===== config.mk =====
export PLATFORM = sky130hd
export DESIGN_NAME = systolic_feeder_flat
export DESIGN_NICKNAME = d
export VERILOG_FILES = /design/src/rtl/systolic_feeder_if.sv /design/src/rtl/systolic_feeder.sv /design/src/flat_wrapper.sv
export SDC_FILE = /design/constraint.sdc
export NUM_CORES = 1
export LEC_CHECK = 0
export BUFFER_PORTS_ARGS = -buffer_cell sky130_fd_sc_hd__buf_2
export CELL_PAD_IN_SITES_DETAIL_PLACEMENT = 1
export CELL_PAD_IN_SITES_GLOBAL_PLACEMENT = 1
export CORE_MARGIN = 2
export CORE_UTILIZATION = 44
export CTS_CLUSTER_SIZE = 20
export DETAILED_ROUTE_END_ITERATION = 6
export HOLD_SLACK_MARGIN = 0.03
export PLACE_DENSITY_LB_ADDON = 0.1
export SLEW_MARGIN = 10
export SYNTH_ARGS = -nofsm -noshare
export SYNTH_HDL_FRONTEND = slang
export SYNTH_SLANG_ARGS = --single-unit

===== constraint.sdc =====
create_clock -name clk -period 7.45 [get_ports clk]
set_input_delay 0.745 -clock clk [delete_from_list [all_inputs] [get_ports clk]]
set_output_delay 0.745 -clock clk [all_outputs]
set_load 0.1 [all_outputs]

===== src/rtl/systolic_feeder_if.sv =====
// Job/array-side bundle for systolic_feeder: job offer handshake in, weight
// strobe and skewed per-lane row stream out.
interface systolic_feeder_if #(
  parameter int K  = 2,
  parameter int DW = 8
);
  logic                in_valid;
  logic                in_ready;
  logic [K*K*DW-1:0]   in_data;
  logic [K*K*DW-1:0]   in_weights;
  logic                stall;
  logic                load_weights;
  logic [K*K*DW-1:0]   weights_out;
  logic [K-1:0]        row_valid;
  logic [K*DW-1:0]     row_data;
  logic                busy;
  logic                done;

  modport master (
    output in_valid, in_data, in_weights, stall,
    input  in_ready, load_weights, weights_out, row_valid, row_data, busy, done
  );

  modport slave (
    input  in_valid, in_data, in_weights, stall,
    output in_ready, load_weights, weights_out, row_valid, row_data, busy, done
  );
endinterface


===== src/rtl/systolic_feeder.sv =====
// Feeder for a KxK systolic MAC array: captures A/W, strobes the weight load,
// streams A with lane r delayed r cycles, drains, then pulses done.
module systolic_feeder #(
  parameter int K         = 2,
  parameter int DW        = 8,
  parameter int WLOAD_CYC = 1,
  parameter int DRAIN_CYC = 2
) (
  input  logic             clk,
  input  logic             rst,
  systolic_feeder_if.slave bus
);
  localparam int CW = $clog2(2*K + WLOAD_CYC + DRAIN_CYC) + 1;
  localparam int MW = K*K*DW;
  localparam logic [CW-1:0] WLOAD_LAST  = CW'(WLOAD_CYC - 1);
  localparam logic [CW-1:0] STREAM_LAST = CW'(2*K - 2);
  localparam logic [CW-1:0] DRAIN_LAST  = CW'(DRAIN_CYC - 1);

  typedef enum logic [1:0] {IDLE, LOAD_W, STREAM, DRAIN} state_e;

  state_e          state_q, state_d;
  logic [CW-1:0]   cnt_q, cnt_d;
  logic [MW-1:0]   a_q, a_d, w_q, w_d;
  logic            idle_q, idle_d;
  logic            load_q, load_d;
  logic            busy_q, busy_d;
  logic            done_q, done_d;
  logic [K-1:0]    rv_q, rv_d;
  logic [K*DW-1:0] rd_q, rd_d;
  logic            accept;

  // idle_q is a flop so in_ready stays low throughout reset.
  assign bus.in_ready = idle_q & ~bus.stall;
  assign accept       = bus.in_valid & bus.in_ready;

  always_comb begin
    // NOTE: every variable gets a default first so no path leaves it unassigned (no latch).
    state_d = state_q;
    cnt_d   = cnt_q;
    a_d     = a_q;
    w_d     = w_q;
    if (!bus.stall) begin
      unique case (state_q)
        IDLE: if (accept) begin
          a_d     = bus.in_data;
          w_d     = bus.in_weights;
          cnt_d   = '0;
          state_d = LOAD_W;
        end
        LOAD_W: if (cnt_q == WLOAD_LAST) begin
          cnt_d   = '0;
          state_d = STREAM;
        end else cnt_d = cnt_q + 1'b1;
        STREAM: if (cnt_q == STREAM_LAST) begin
          cnt_d   = '0;
          state_d = (DRAIN_CYC == 0) ? IDLE : DRAIN;
        end else cnt_d = cnt_q + 1'b1;
        DRAIN: if (cnt_q == DRAIN_LAST) begin
          cnt_d   = '0;
          state_d = IDLE;
        end else cnt_d = cnt_q + 1'b1;
        default: state_d = IDLE;
      endcase
    end
  end

  // Outputs are registered copies of the decode of the next state, so a stall
  // (next == current) naturally holds every output.
  always_comb begin : decode
    int t;
    t      = int'(cnt_d);
    idle_d = (state_d == IDLE);
    load_d = (state_d == LOAD_W);
    busy_d = (state_d != IDLE);
    done_d = (state_d == DRAIN && cnt_d == DRAIN_LAST) ||
             (DRAIN_CYC == 0 && state_d == STREAM && cnt_d == STREAM_LAST);
    rv_d   = '0;
    rd_d   = '0;
    if (state_d == STREAM) begin
      for (int r = 0; r < K; r++) begin
        if (t >= r && t <= r + K - 1) begin
          rv_d[r]            = 1'b1;
          rd_d[r*DW +: DW]   = a_q[((t - r)*K + r)*DW +: DW];
        end
      end
    end
  end

  always_ff @(posedge clk or negedge rst) begin
    if (!rst) begin
      // NOTE: captured A/W are plain registers, so they clear on reset like all other state.
      state_q <= IDLE;
      cnt_q   <= '0;
      a_q     <= '0;
      w_q     <= '0;
      idle_q  <= 1'b0;
      load_q  <= 1'b0;
      busy_q  <= 1'b0;
      done_q  <= 1'b0;
      rv_q    <= '0;
      rd_q    <= '0;
    end else begin
      // NOTE: non-blocking assignments so every flop samples pre-edge values.
      state_q <= state_d;
      cnt_q   <= cnt_d;
      a_q     <= a_d;
      w_q     <= w_d;
      idle_q  <= idle_d;
      load_q  <= load_d;
      busy_q  <= busy_d;
      done_q  <= done_d;
      rv_q    <= rv_d;
      rd_q    <= rd_d;
    end
  end

  assign bus.load_weights = load_q;
  assign bus.weights_out  = w_q;
  assign bus.row_valid    = rv_q;
  assign bus.row_data     = rd_q;
  assign bus.busy         = busy_q;
  assign bus.done         = done_q;
endmodule


===== src/flat_wrapper.sv =====
// flat-port wrapper written by rule: the top's interface ports become plain ports
module systolic_feeder_flat 
#(
  parameter int K         = 2,
  parameter int DW        = 8,
  parameter int WLOAD_CYC = 1,
  parameter int DRAIN_CYC = 2
)
  (clk, rst, bus_in_valid, bus_in_data, bus_in_weights, bus_stall, bus_in_ready, bus_load_weights, bus_weights_out, bus_row_valid, bus_row_data, bus_busy, bus_done);
  systolic_feeder_if #(.K(K), .DW(DW)) bus_i ();
  input  logic clk;
  input  logic rst;
  input wire logic [$bits(bus_i.in_valid)-1:0] bus_in_valid;
  input wire logic [$bits(bus_i.in_data)-1:0] bus_in_data;
  input wire logic [$bits(bus_i.in_weights)-1:0] bus_in_weights;
  input wire logic [$bits(bus_i.stall)-1:0] bus_stall;
  output wire logic [$bits(bus_i.in_ready)-1:0] bus_in_ready;
  output wire logic [$bits(bus_i.load_weights)-1:0] bus_load_weights;
  output wire logic [$bits(bus_i.weights_out)-1:0] bus_weights_out;
  output wire logic [$bits(bus_i.row_valid)-1:0] bus_row_valid;
  output wire logic [$bits(bus_i.row_data)-1:0] bus_row_data;
  output wire logic [$bits(bus_i.busy)-1:0] bus_busy;
  output wire logic [$bits(bus_i.done)-1:0] bus_done;
  assign bus_i.in_valid = bus_in_valid;
  assign bus_i.in_data = bus_in_data;
  assign bus_i.in_weights = bus_in_weights;
  assign bus_i.stall = bus_stall;
  assign bus_in_ready = bus_i.in_ready;
  assign bus_load_weights = bus_i.load_weights;
  assign bus_weights_out = bus_i.weights_out;
  assign bus_row_valid = bus_i.row_valid;
  assign bus_row_data = bus_i.row_data;
  assign bus_busy = bus_i.busy;
  assign bus_done = bus_i.done;
  systolic_feeder #(.K(K), .DW(DW), .WLOAD_CYC(WLOAD_CYC), .DRAIN_CYC(DRAIN_CYC)) u_core (.clk(clk), .rst(rst), .bus(bus_i));
endmodule

==> results by group, run 1 <==
Outcome
  • Status: complete, no violations

Place
  • Gpl congestion: 0.856
  • Port bufs: 121
  • Hpwl dp: 6370 um
  • Placed cells: 493

Final layout
  • Layout cells sized above 1: 53.4%
  • Fill cell count: 925
  • Final Non-Filler Cells: 509
  • Nets: 472
  • Area Overhead vs Synth: 21.9%
  • Ant diodes: 0

Critical path
  • Slowest stage cell, crit path: dfrtp_1
  • CP startpoint kind: register
  • Critical Path RT: 7720 ps
  • CP top delay family: simple AND/OR/NAND/NOR gates
  • Critical Path Max Stage Delay: 480 ps
  • Worst-path maximum fanout: 19
  • CP bufs+invs: 3
  • Most frequent CP cell: ha_1
  • CP endpoint kind: register
  • CP Data Arrival Time: 3620 ps
  • CP Cell Sequence: inv_1 > ha_1 > mux2_4 > a311o_1 > o21ai_2 > buf_4 > inv_2 > ha_1 > nor2_1 > and4_1 > nand4_1 > nor3_1
  • Worst Path Class, Setup: reg2reg

STA
  • Fin crit share: 45.1%
  • Setup Skew: 12.9 ps
  • RSZ-0062 raised after global routing: false
  • Relative slew margins: 59.7%
  • Worst-margin pin slew: 604 ps
  • Fmax: 0.298 GHz
  • Final slew viol count: 0
  • Final min period: 3360 ps
  • Total Neg Setup Slack: 0 ps
  • Final setup viols: 0
  • Final hold vios: 0

Clocking
  • Worst-path clk slew: 90 ps
  • CTS Hold Buffers Added: 0
  • Post-CTS Setup Inserts: 0
  • CTS Root Cell: clkbuf_8
  • CTS Buffer Depth: 2
  • CTS tree: done
  • # clock sinks: 92
  • Worst skew pair latency: 360 ps
  • Number of CTS-inserted buffers: 9
  • Cts repair resizes: 0
  • H-tree Lvls: 3

Global routing
  • Global Route met2 Usage: 31.8%
  • Vias in the first global route: 2922
  • Total global-route track usage: 18.7%
  • M1 GR Usage: 22.9%
  • GRT Max-Usage Layer: met2
  • GRT overflow: 0
  • Initial antenna violation count: 0
  • Largest net degree at the start of global routing: 49
  • First-pass GRT wire length: 14300 um
  • Global-route met3 utilization: 4.51%

Synthesis
  • Post-synth top area cell: dfrtp_1
  • Seq/Total Area, Yosys: 58.8%
  • Synth warn: 0
  • Synth Register Bits: 92
  • Top cells by area, synth: dfrtp_1 59%, mux2_2 18%, mux2i_1 4.1%
  • Cell Area, Synth: 0.00391 mm2
  • Syn_nets: 352
  • Distinct cells, synth: 41
  • Post-Syn Instances: 276
  • Top FF cell, synth: dfrtp_1
  • Ys async rst share: 100%
  • Share of the synthesized area in the top cell type: 58.8%
  • EDFF count, synth: 0
  • Post-Syn Area per Cell: 14.2 um2

Flow run
  • Max-cap violations: 0

Routing
  • Post-route DRC: 0
  • DRT antenna net count: 0
  • DR vias: 2645
  • Via density: 5.20
  • First-pass iteration count of the detailed router: 4
  • Routed length per placed instance: 17.0 um
  • Drt total wl: 8660 um
  • 1st-iter DRT viols: 21

Hold path
  • Hold WC Path Type: in2async

Die
  • Die Ht: 98.3 um
  • DIE AREA: 0.00966 mm2
  • # rows: 34
  • Die W: 98.3 um
  • IO Pins: 122
  • Core area: 0.00868 mm2
  • Starting Density: 45.1%
## registers in the layout (all words and copies together) (netlist names), 2 cells and up
signal / flops
u_core.a_q: 32
u_core.bus.row_data: 16
u_core.bus.row_valid: 2
u_core.bus.weights_out: 32
u_core.cnt_q: 4
u_core.state_q: 2
## cells in the mapped netlist, types with 3 or more instances
| master | n |
|---|---|
| buf_2 | 8 |
| clkbuf_1 | 3 |
| dfrtp_1 | 92 |
| ha_1 | 8 |
| inv_1 | 10 |
| mux2_2 | 64 |
| mux2i_1 | 16 |
| nand2b_1 | 4 |
| nand3_1 | 3 |
| nor2_1 | 9 |
| nor2b_1 | 3 |
| nor3_1 | 18 |
| o211ai_1 | 3 |
## layout by cell type (no fill, tap or decap), drive strengths merged, types with 2 or more instances in the layout
master,n
buf,124
nand2b,4
ha,8
nor3b,2
nor4b,2
a21oi,2
nand3,3
clkbuf,11
o21ai,4
dfrtp,92
a221oi,2
o211ai,3
clkinv,2
nor2,9
a311o,2
a2bb2oi,2
and3,2
nand4,2
mux2,65
nor2b,3
inv,13
nor3,18
mux2i,17
## metrics by stage
| step | instance area (um2) | hold slack, ps | utilization (%) | setup slack, ps |
|---|---|---|---|---|
| after global routing | 4770 | 411 | 55.0 | 3800 |
| final | 4770 | 369 | 55.0 | 4090 |
| after floorplan | 3910 | 449 | - | 3840 |
| after detailed placement | 4580 | 492 | 52.8 | 4080 |
| after global placement | 4580 | 483 | 52.8 | 4350 |
| after CTS | 4770 | 389 | 55.0 | 4070 |
## routing by layer
metal / up-vias / wire length [um]
met5: - / 0
met4: 0 / 190
li1: 1215 / -
met2: 93 / 4460
met1: 1324 / 3500
met3: 13 / 511
## final timing paths
check	from	end	slack [ps]	depth (start not counted)
max	u_core.cnt_q[1]	u_core.bus.row_data[9]	4090	12
min	rst	u_core.bus.weights_out[1]	370	1
max reg2reg	u_core.cnt_q[1]	u_core.bus.row_data[9]	4090	12
min in group clk	u_core.bus.weights_out[4]	u_core.bus.weights_out[4]	510	1
min reg2reg	u_core.bus.weights_out[4]	u_core.bus.weights_out[4]	510	1
max in group asynchronous	rst	u_core.bus.row_data[4]	6060	2
## logic make-up (layout without fill, tap and decap cells)
| group | Yosys count | count (layout) | share of synthesized area [%] |
|---|---|---|---|
| simple gates | 50 | 50 | 7.54 |
| buf+inv | 26 | 151 | 3.64 |
| compound gates | 18 | 18 | 4.19 |
| fa+ha+maj | 8 | 8 | 2.56 |
| mux | 82 | 82 | 23.2 |
| flops | 92 | 92 | 58.8 |
## cell type report
type                       count  area (um2)  share of cell area, %
multi-input combinational    158        1470                   30.9
inverter                      11        41.3                  0.866
clock inverter                 5        45.0                  0.944
tap                          108         135                   2.83
sequential                    92        2300                   48.3
clock buffer                  11         141                   2.96
timing repair buffer         124         631                   13.2
Power of run 1 is not shown: default switching activity piles up to over one toggle a cycle in this logic, so the estimate is an artifact.
==> inputs of run 2 (changes only) <==
--- a/config.mk
+++ b/config.mk
@@ -9,7 +9,7 @@
 export CELL_PAD_IN_SITES_DETAIL_PLACEMENT = 1
 export CELL_PAD_IN_SITES_GLOBAL_PLACEMENT = 1
 export CORE_MARGIN = 2
-export CORE_UTILIZATION = 44
+export CORE_UTILIZATION = 37
 export CTS_CLUSTER_SIZE = 20
 export DETAILED_ROUTE_END_ITERATION = 6
 export HOLD_SLACK_MARGIN = 0.03
==> constraint.sdc (replaced) <==
create_clock -name clk -period 2.7 [get_ports clk]
set_input_delay 0.27 -clock clk [delete_from_list [all_inputs] [get_ports clk]]
set_output_delay 0.27 -clock clk [all_outputs]
set_load 0.1 [all_outputs]
==> run 2 against run 1 <==
Compared with the run above: the flow now finishes with violations (negative hold slack); non-clock buffer count up 16; worst setup slack worse by 4000 ps; wire length increased by 3.6%; final cell count increased by 8.8%; die area rose by 18%; core utilization fell by 5.5 points; critical endpoint is now u_core.bus.row_data[12].
==> results by group, run 2 (synthesis gave the netlist of run 1 again) <==
Place
  • Hpwl dp: 6180 um (-3.0%)
  • Gpl congestion: 0.886 (+3.5%)
  • Dpl cell area: 0.00470 mm2 (+2.5%)
  • Port bufs: 121 (unchanged)

Final layout
  • Most frequent cells in the layout: 120 x buf_2, 92 x dfrtp_1, 64 x mux2_2
  • Area Overhead vs Synth: 29.9%
  • Final Cell Area: 0.00508 mm2 (+6.6%)
  • Layout cells sized above 1: 59.7% (+6.3 points)
  • Commonest non-fill, non-tap cell in the layout: buf_2
  • Finished Core Util: 49.5% (-5.5 points)
  • Nets: 488 (+3.4%)

Clocking
  • CTS Root Cell: clkbuf_8
  • CTS Buffer Depth: 2 (unchanged)
  • # clock sinks: 92 (unchanged)
  • Worst-path clk slew: 90 ps (about the same)
  • Number of CTS-inserted buffers: 9 (unchanged)
  • CTS Hold Buffers Added: 0 (unchanged)
  • H-tree Lvls: 3 (unchanged)
  • CTS tree: done
  • Worst skew pair latency: 360 ps (about the same)

STA
  • Fin crit share: 97.8% (+53 points)
  • Fmax: 0.379 GHz (+27%)
  • Final min period: 2640 ps (-716 ps)
  • Setup Skew: 8.62 ps (-4.31 ps)
  • Hold_ws: -10.8 ps (-380 ps)
  • Relative slew margins: 41.5% (-18 points)
  • Final slew viol count: 0 (unchanged)
  • Worst-margin pin slew: 878 ps (+274 ps)
  • Final hold vios: 4 (+4)
  • Final setup viols: 0 (unchanged)
  • Total Neg Setup Slack: 0 ps (unchanged)

Critical path
  • Worst-path maximum fanout: 8 (-11)
  • Critical Path RT: 2940 ps (-4780 ps)
  • CP Data Arrival Time: 2880 ps (-740 ps)
  • CP endpoint kind: register
  • Worst Path Class, Setup: reg2reg
  • CP startpoint kind: register

Routing
  • 1st-iter DRT viols: 80 (+280%)
  • Post-route DRC: 0 (unchanged)
  • DRT antenna net count: 0 (unchanged)
  • Routed length per placed instance: 16.2 um (-4.8%)
  • Via density: 4.91 (-5.6%)
  • First-pass iteration count of the detailed router: 4 (unchanged)
  • Drt total wl: 8970 um (+3.6%)
  • DR vias: 2718 (+2.8%)

Flow run
  • Max-cap violations: 0 (unchanged)

Global routing
  • Initial antenna violation count: 0 (unchanged)
  • First-pass GRT wire length: 14300 um (unchanged)
  • GRT overflow: 0 (unchanged)
  • Largest net degree at the start of global routing: 69 (+41%)
  • Vias in the first global route: 2917 (-0.17%)
  • Total global-route track usage: 16.3% (-2.4 points)

Die
  • DIE AREA: 0.0114 mm2 (+18%)
  • Die W: 107 um (+8.7%)
  • Die Ht: 107 um (+8.7%)
  • # rows: 37 (+8.8%)
  • Core area: 0.0103 mm2 (+18%)
  • IO Pins: 122 (unchanged)
  • Starting Density: 38.1% (-7.0 points)

Hold path
  • Hold WC Path Type: in2async

Outcome
  • Status: complete, but fails checks
  • Failing checks: negative hold slack
[run 2: cell types whose count changed in the layout (fill, tap and decap cells not counted), moves of 2 or more]
cell / change
clkinv_2: +2
inv_1: -2
nor3_1: -7
nor3_4: +3
clkinv_4: -2
nor3_2: +4
ha_2: +2
buf_4: +14
inv_2: +2
ha_1: -5
ha_4: +3
[run 2: cell type report]
cell class	instances	area, um2
Antenna cell	1	2.50
Fill cell	1099	5190
Timing Repair Buffer	140	767
Multi-Input combinational cell	158	1610
Sequential cell	92	2300
Clock inverter	6	63.8
Clock buffer	10	128
Tap cell	136	170
Inverter	11	41.3
[run 2: worst max-delay path, stage by stage (launching register included)]
cell	delay [ps]
dfrtp_1	440
inv_2	90
ha_4	160
mux2_4	260
a311o_1	380
o21ai_4	260
inv_2	60
buf_4	150
ha_1	190
mux2i_2	200
buf_4	260
nor3_2	70
[run 2: final timing paths]
path	cells past startpoint	endpoint	slack (ps)	startpoint
setup reg to reg	11	u_core.bus.row_data[12]	60	u_core.cnt_q[0]
min in group clk	2	u_core.a_q[21]	140	bus_in_data[21]
setup / recovery	11	u_core.bus.row_data[12]	60	u_core.cnt_q[0]
max in group asynchronous	2	u_core.a_q[18]	1920	rst
hold reg to reg	1	u_core.bus.weights_out[31]	510	u_core.bus.weights_out[31]
hold / removal	1	u_core.state_q[0]	-10	rst
[run 2: metrics by stage]
step | instances | worst slack, ps
after CTS | 546 | 1.47
after global routing | 553 | -74.0
final | 554 | 59.1
after global placement | 529 | 3.88
after floorplan | 276 | 11.3
after detailed placement | 529 | -168
[run 2: layer usage]
metal / global-route usage (%) / routed length [um] / part of all wire, % / vias up
met2: 27.4 / 4370 / 49 / 91
met5: 0 / 0 / 0 / -
met4: 6.31 / 138 / 1.5 / 0
met3: 5.23 / 686 / 7.6 / 11
li1: - / - / - / 1251
met1: 19.4 / 3780 / 42 / 1365
[run 2: timing repair]
item                                    in CTS  in global routing
hold endpoints to repair                     0                  0
setup buffers                                1                  7
resized for setup                            0                 23
endpoints found under the setup margin       8                  8
pin swaps                                    0                 12
Power of run 2 is left out for the same reason.
==> inputs of run 3 (changes only) <==
--- a/config.mk
+++ b/config.mk
@@ -13,7 +13,7 @@
 export CTS_CLUSTER_SIZE = 20
 export DETAILED_ROUTE_END_ITERATION = 6
 export HOLD_SLACK_MARGIN = 0.03
-export PLACE_DENSITY_LB_ADDON = 0.1
+export PLACE_DENSITY = 0.85
 export SLEW_MARGIN = 10
 export SYNTH_ARGS = -nofsm -noshare
 export SYNTH_HDL_FRONTEND = slang
==> run 3 against run 2 <==
Compared with the run above: hold slack better by 25 ps; final cell count down 0.90%; count of clock-buffer cells in the layout grew 2; critical endpoint unchanged; via count decreased by 0.74%; wire length is 5.8% higher; clock skew shrank 0.84 ps; the run now ends clean; sequential cell count unchanged; core utilization shrank 0.99 points; sequential share of layout area rose by 0.95 points; global-route usage is 0.86 points higher; critical path depth is the same.
==> results by group, run 3 (synthesis gave the netlist of run 1 again) <==
Critical path
  • Worst-path maximum fanout: 8 (unchanged)
  • CP bufs+invs: 2 (-2)
  • CP startpoint kind: register
  • Critical Path RT: 2980 ps (+40 ps)
  • Worst Path Class, Setup: reg2reg
  • RR Startpoint: u_core.cnt_q[0]
  • Critical Path Start: u_core.cnt_q[0]
  • CP Cell Sequence: inv_4 > ha_4 > mux2_4 > a311o_1 > o21ai_2 > ha_1 > nor2_1 > and4_1 > nand4_1 > buf_6 > nor3_1
  • Slowest stage cell, crit path: dfrtp_2
  • CP endpoint kind: register
  • Worst Setup EP: u_core.bus.row_data[12]
  • R2R depth: 11 (unchanged)
  • Critical Path Max Stage Delay: 470 ps (+30 ps)
  • Worst R2R Setup Slack: 60 ps (about the same)
  • R2R Path End: u_core.bus.row_data[12]
  • CP Data Arrival Time: 2920 ps (+40 ps)
  • Stages on worst setup path: 11 (unchanged)
  • CP top delay family: compound AO/OA/AOI/OAI gates

Routing
  • DR vias: 2698 (-0.74%)
  • Drt total wl: 9490 um (+5.8%)
  • 1st-iter DRT viols: 80 (unchanged)
  • DRT antenna net count: 0 (unchanged)
  • First-pass iteration count of the detailed router: 4 (unchanged)
  • Routed length per placed instance: 17.3 um (+6.7%)
  • Via density: 4.91 (+0.17%)
  • Post-route DRC: 0 (unchanged)

Global routing
  • First-pass GRT wire length: 15000 um (+4.5%)
  • GRT overflow: 0 (unchanged)
  • Vias in the first global route: 3006 (+3.1%)
  • Total global-route track usage: 17.2% (+0.86 points)
  • Global Route met2 Usage: 30.4% (+3.0 points)
  • Initial antenna violation count: 0 (unchanged)
  • Global-route met3 utilization: 5.35% (+0.12 points)
  • M1 GR Usage: 19.4% (-0.095 points)
  • GRT Max-Usage Layer: met2
  • Largest net degree at the start of global routing: 70 (+1.4%)

Clocking
  • Worst skew pair latency: 360 ps (about the same)
  • CTS Buffer Depth: 2 (unchanged)
  • # clock sinks: 92 (unchanged)
  • CTS Root Cell: clkbuf_8
  • Worst-path clk slew: 90 ps (about the same)
  • CTS tree: done
  • H-tree Lvls: 3 (unchanged)
  • Number of CTS-inserted buffers: 9 (unchanged)

Place
  • Hpwl dp: 6690 um (+8.3%)
  • Port bufs: 121 (unchanged)
  • Gpl congestion: 0.856 (-3.4%)

STA
  • Hold_ws: 14.1 ps (+24.8 ps)
  • Fin crit share: 97.9% (about the same)
  • Final min period: 2640 ps (+1.62 ps)
  • Final slew viol count: 0 (unchanged)
  • Final hold vios: 0 (-4)
  • Final setup viols: 0 (unchanged)
  • Fmax: 0.378 GHz (about the same)
  • Total Neg Setup Slack: 0 ps (unchanged)
  • Setup Skew: 7.78 ps (-0.843 ps)
  • RSZ-0062 raised after global routing: true
  • Worst-margin pin slew: 865 ps (-12.6 ps)
  • Relative slew margins: 42.3% (+0.84 points)

Flow run
  • Max-cap violations: 0 (unchanged)

Final layout
  • Most frequent cells in the layout: 120 x buf_2, 91 x dfrtp_1, 64 x mux2_2
  • Layout cells sized above 1: 58.1% (-1.6 points)
  • Ant diodes: 0 (-1)
  • Fill cell count: 1137 (+3.5%)
  • Commonest non-fill, non-tap cell in the layout: buf_2
  • Nets: 484 (-0.82%)
  • Area Overhead vs Synth: 27.3%

Outcome
  • Status: complete, no violations

Die
  • DIE AREA: 0.0114 mm2 (unchanged)
  • # rows: 37 (unchanged)
  • Starting Density: 38.1% (unchanged)
  • Core area: 0.0103 mm2 (unchanged)
  • Die W: 107 um (unchanged)
  • Die Ht: 107 um (unchanged)
  • IO Pins: 122 (unchanged)

Hold path
  • Hold WC Path Type: in2async
==> run 3: cell count changes in the layout (fill, tap and decap cells not counted), sizes merged <==
cell,previous run,this run
buf,140,136
clkbuf,10,12
bufinv,1,0
diode,1,0
inv,12,11
==> run 3: per-layer routing <==
metal	routed length, um	up-vias
met3	631	10
met1	3650	1359
met4	158	0
met5	0	-
met2	5050	88
li1	-	1241
==> run 3: layout make-up <==
type | instances | area [um2] | area share [%]
clock inverters | 4 | 32.5 | 0.653
well taps | 136 | 170 | 3.42
flip-flops and latches | 92 | 2300 | 46.2
multi-input cells | 158 | 1540 | 31.0
clock buffers | 12 | 165 | 3.31
inverters | 11 | 43.8 | 0.879
repair buffers | 136 | 724 | 14.5
==> run 3: worst min path at each step <==
stage / cells after the start / endpoint / start / slack, ps
6_report: 1 / u_core.state_q[0] / rst / 10
5_1_grt: 1 / u_core.bus.done / rst / 60
4_1_cts: 1 / u_core.bus.done / rst / 30
3_5_place_dp: 1 / u_core.state_q[1] / rst / 440
3_3_place_gp: 1 / u_core.state_q[1] / rst / 430
2_1_floorplan: 0 / u_core.a_q[0] / rst / -30
==> run 3: repair_timing <==
| action | in CTS | in global routing |
|---|---|---|
| gates resized for setup | 2 | 13 |
| setup buffers | 1 | 5 |
| gates cloned | 0 | 0 |
| hold buffers | 0 | 0 |
| pin swaps | 0 | 5 |
| setup endpoints to repair | 9 | 8 |
| endpoints found under the hold margin | 0 | 0 |
==> run 3: stage by stage <==
step           worst slack, ps  cell area (um2)  util, %  std cells
3_5_place_dp              -143             4670     45.4        527
5_1_grt                  -54.1             4980     48.5        549
6_report                  57.5             4980     48.5        549
3_3_place_gp              63.0             4670     45.4        527
2_1_floorplan             11.3             3920        -        276
4_1_cts                   24.0             4880     47.5        544
Power of run 3 is left out for the same reason.
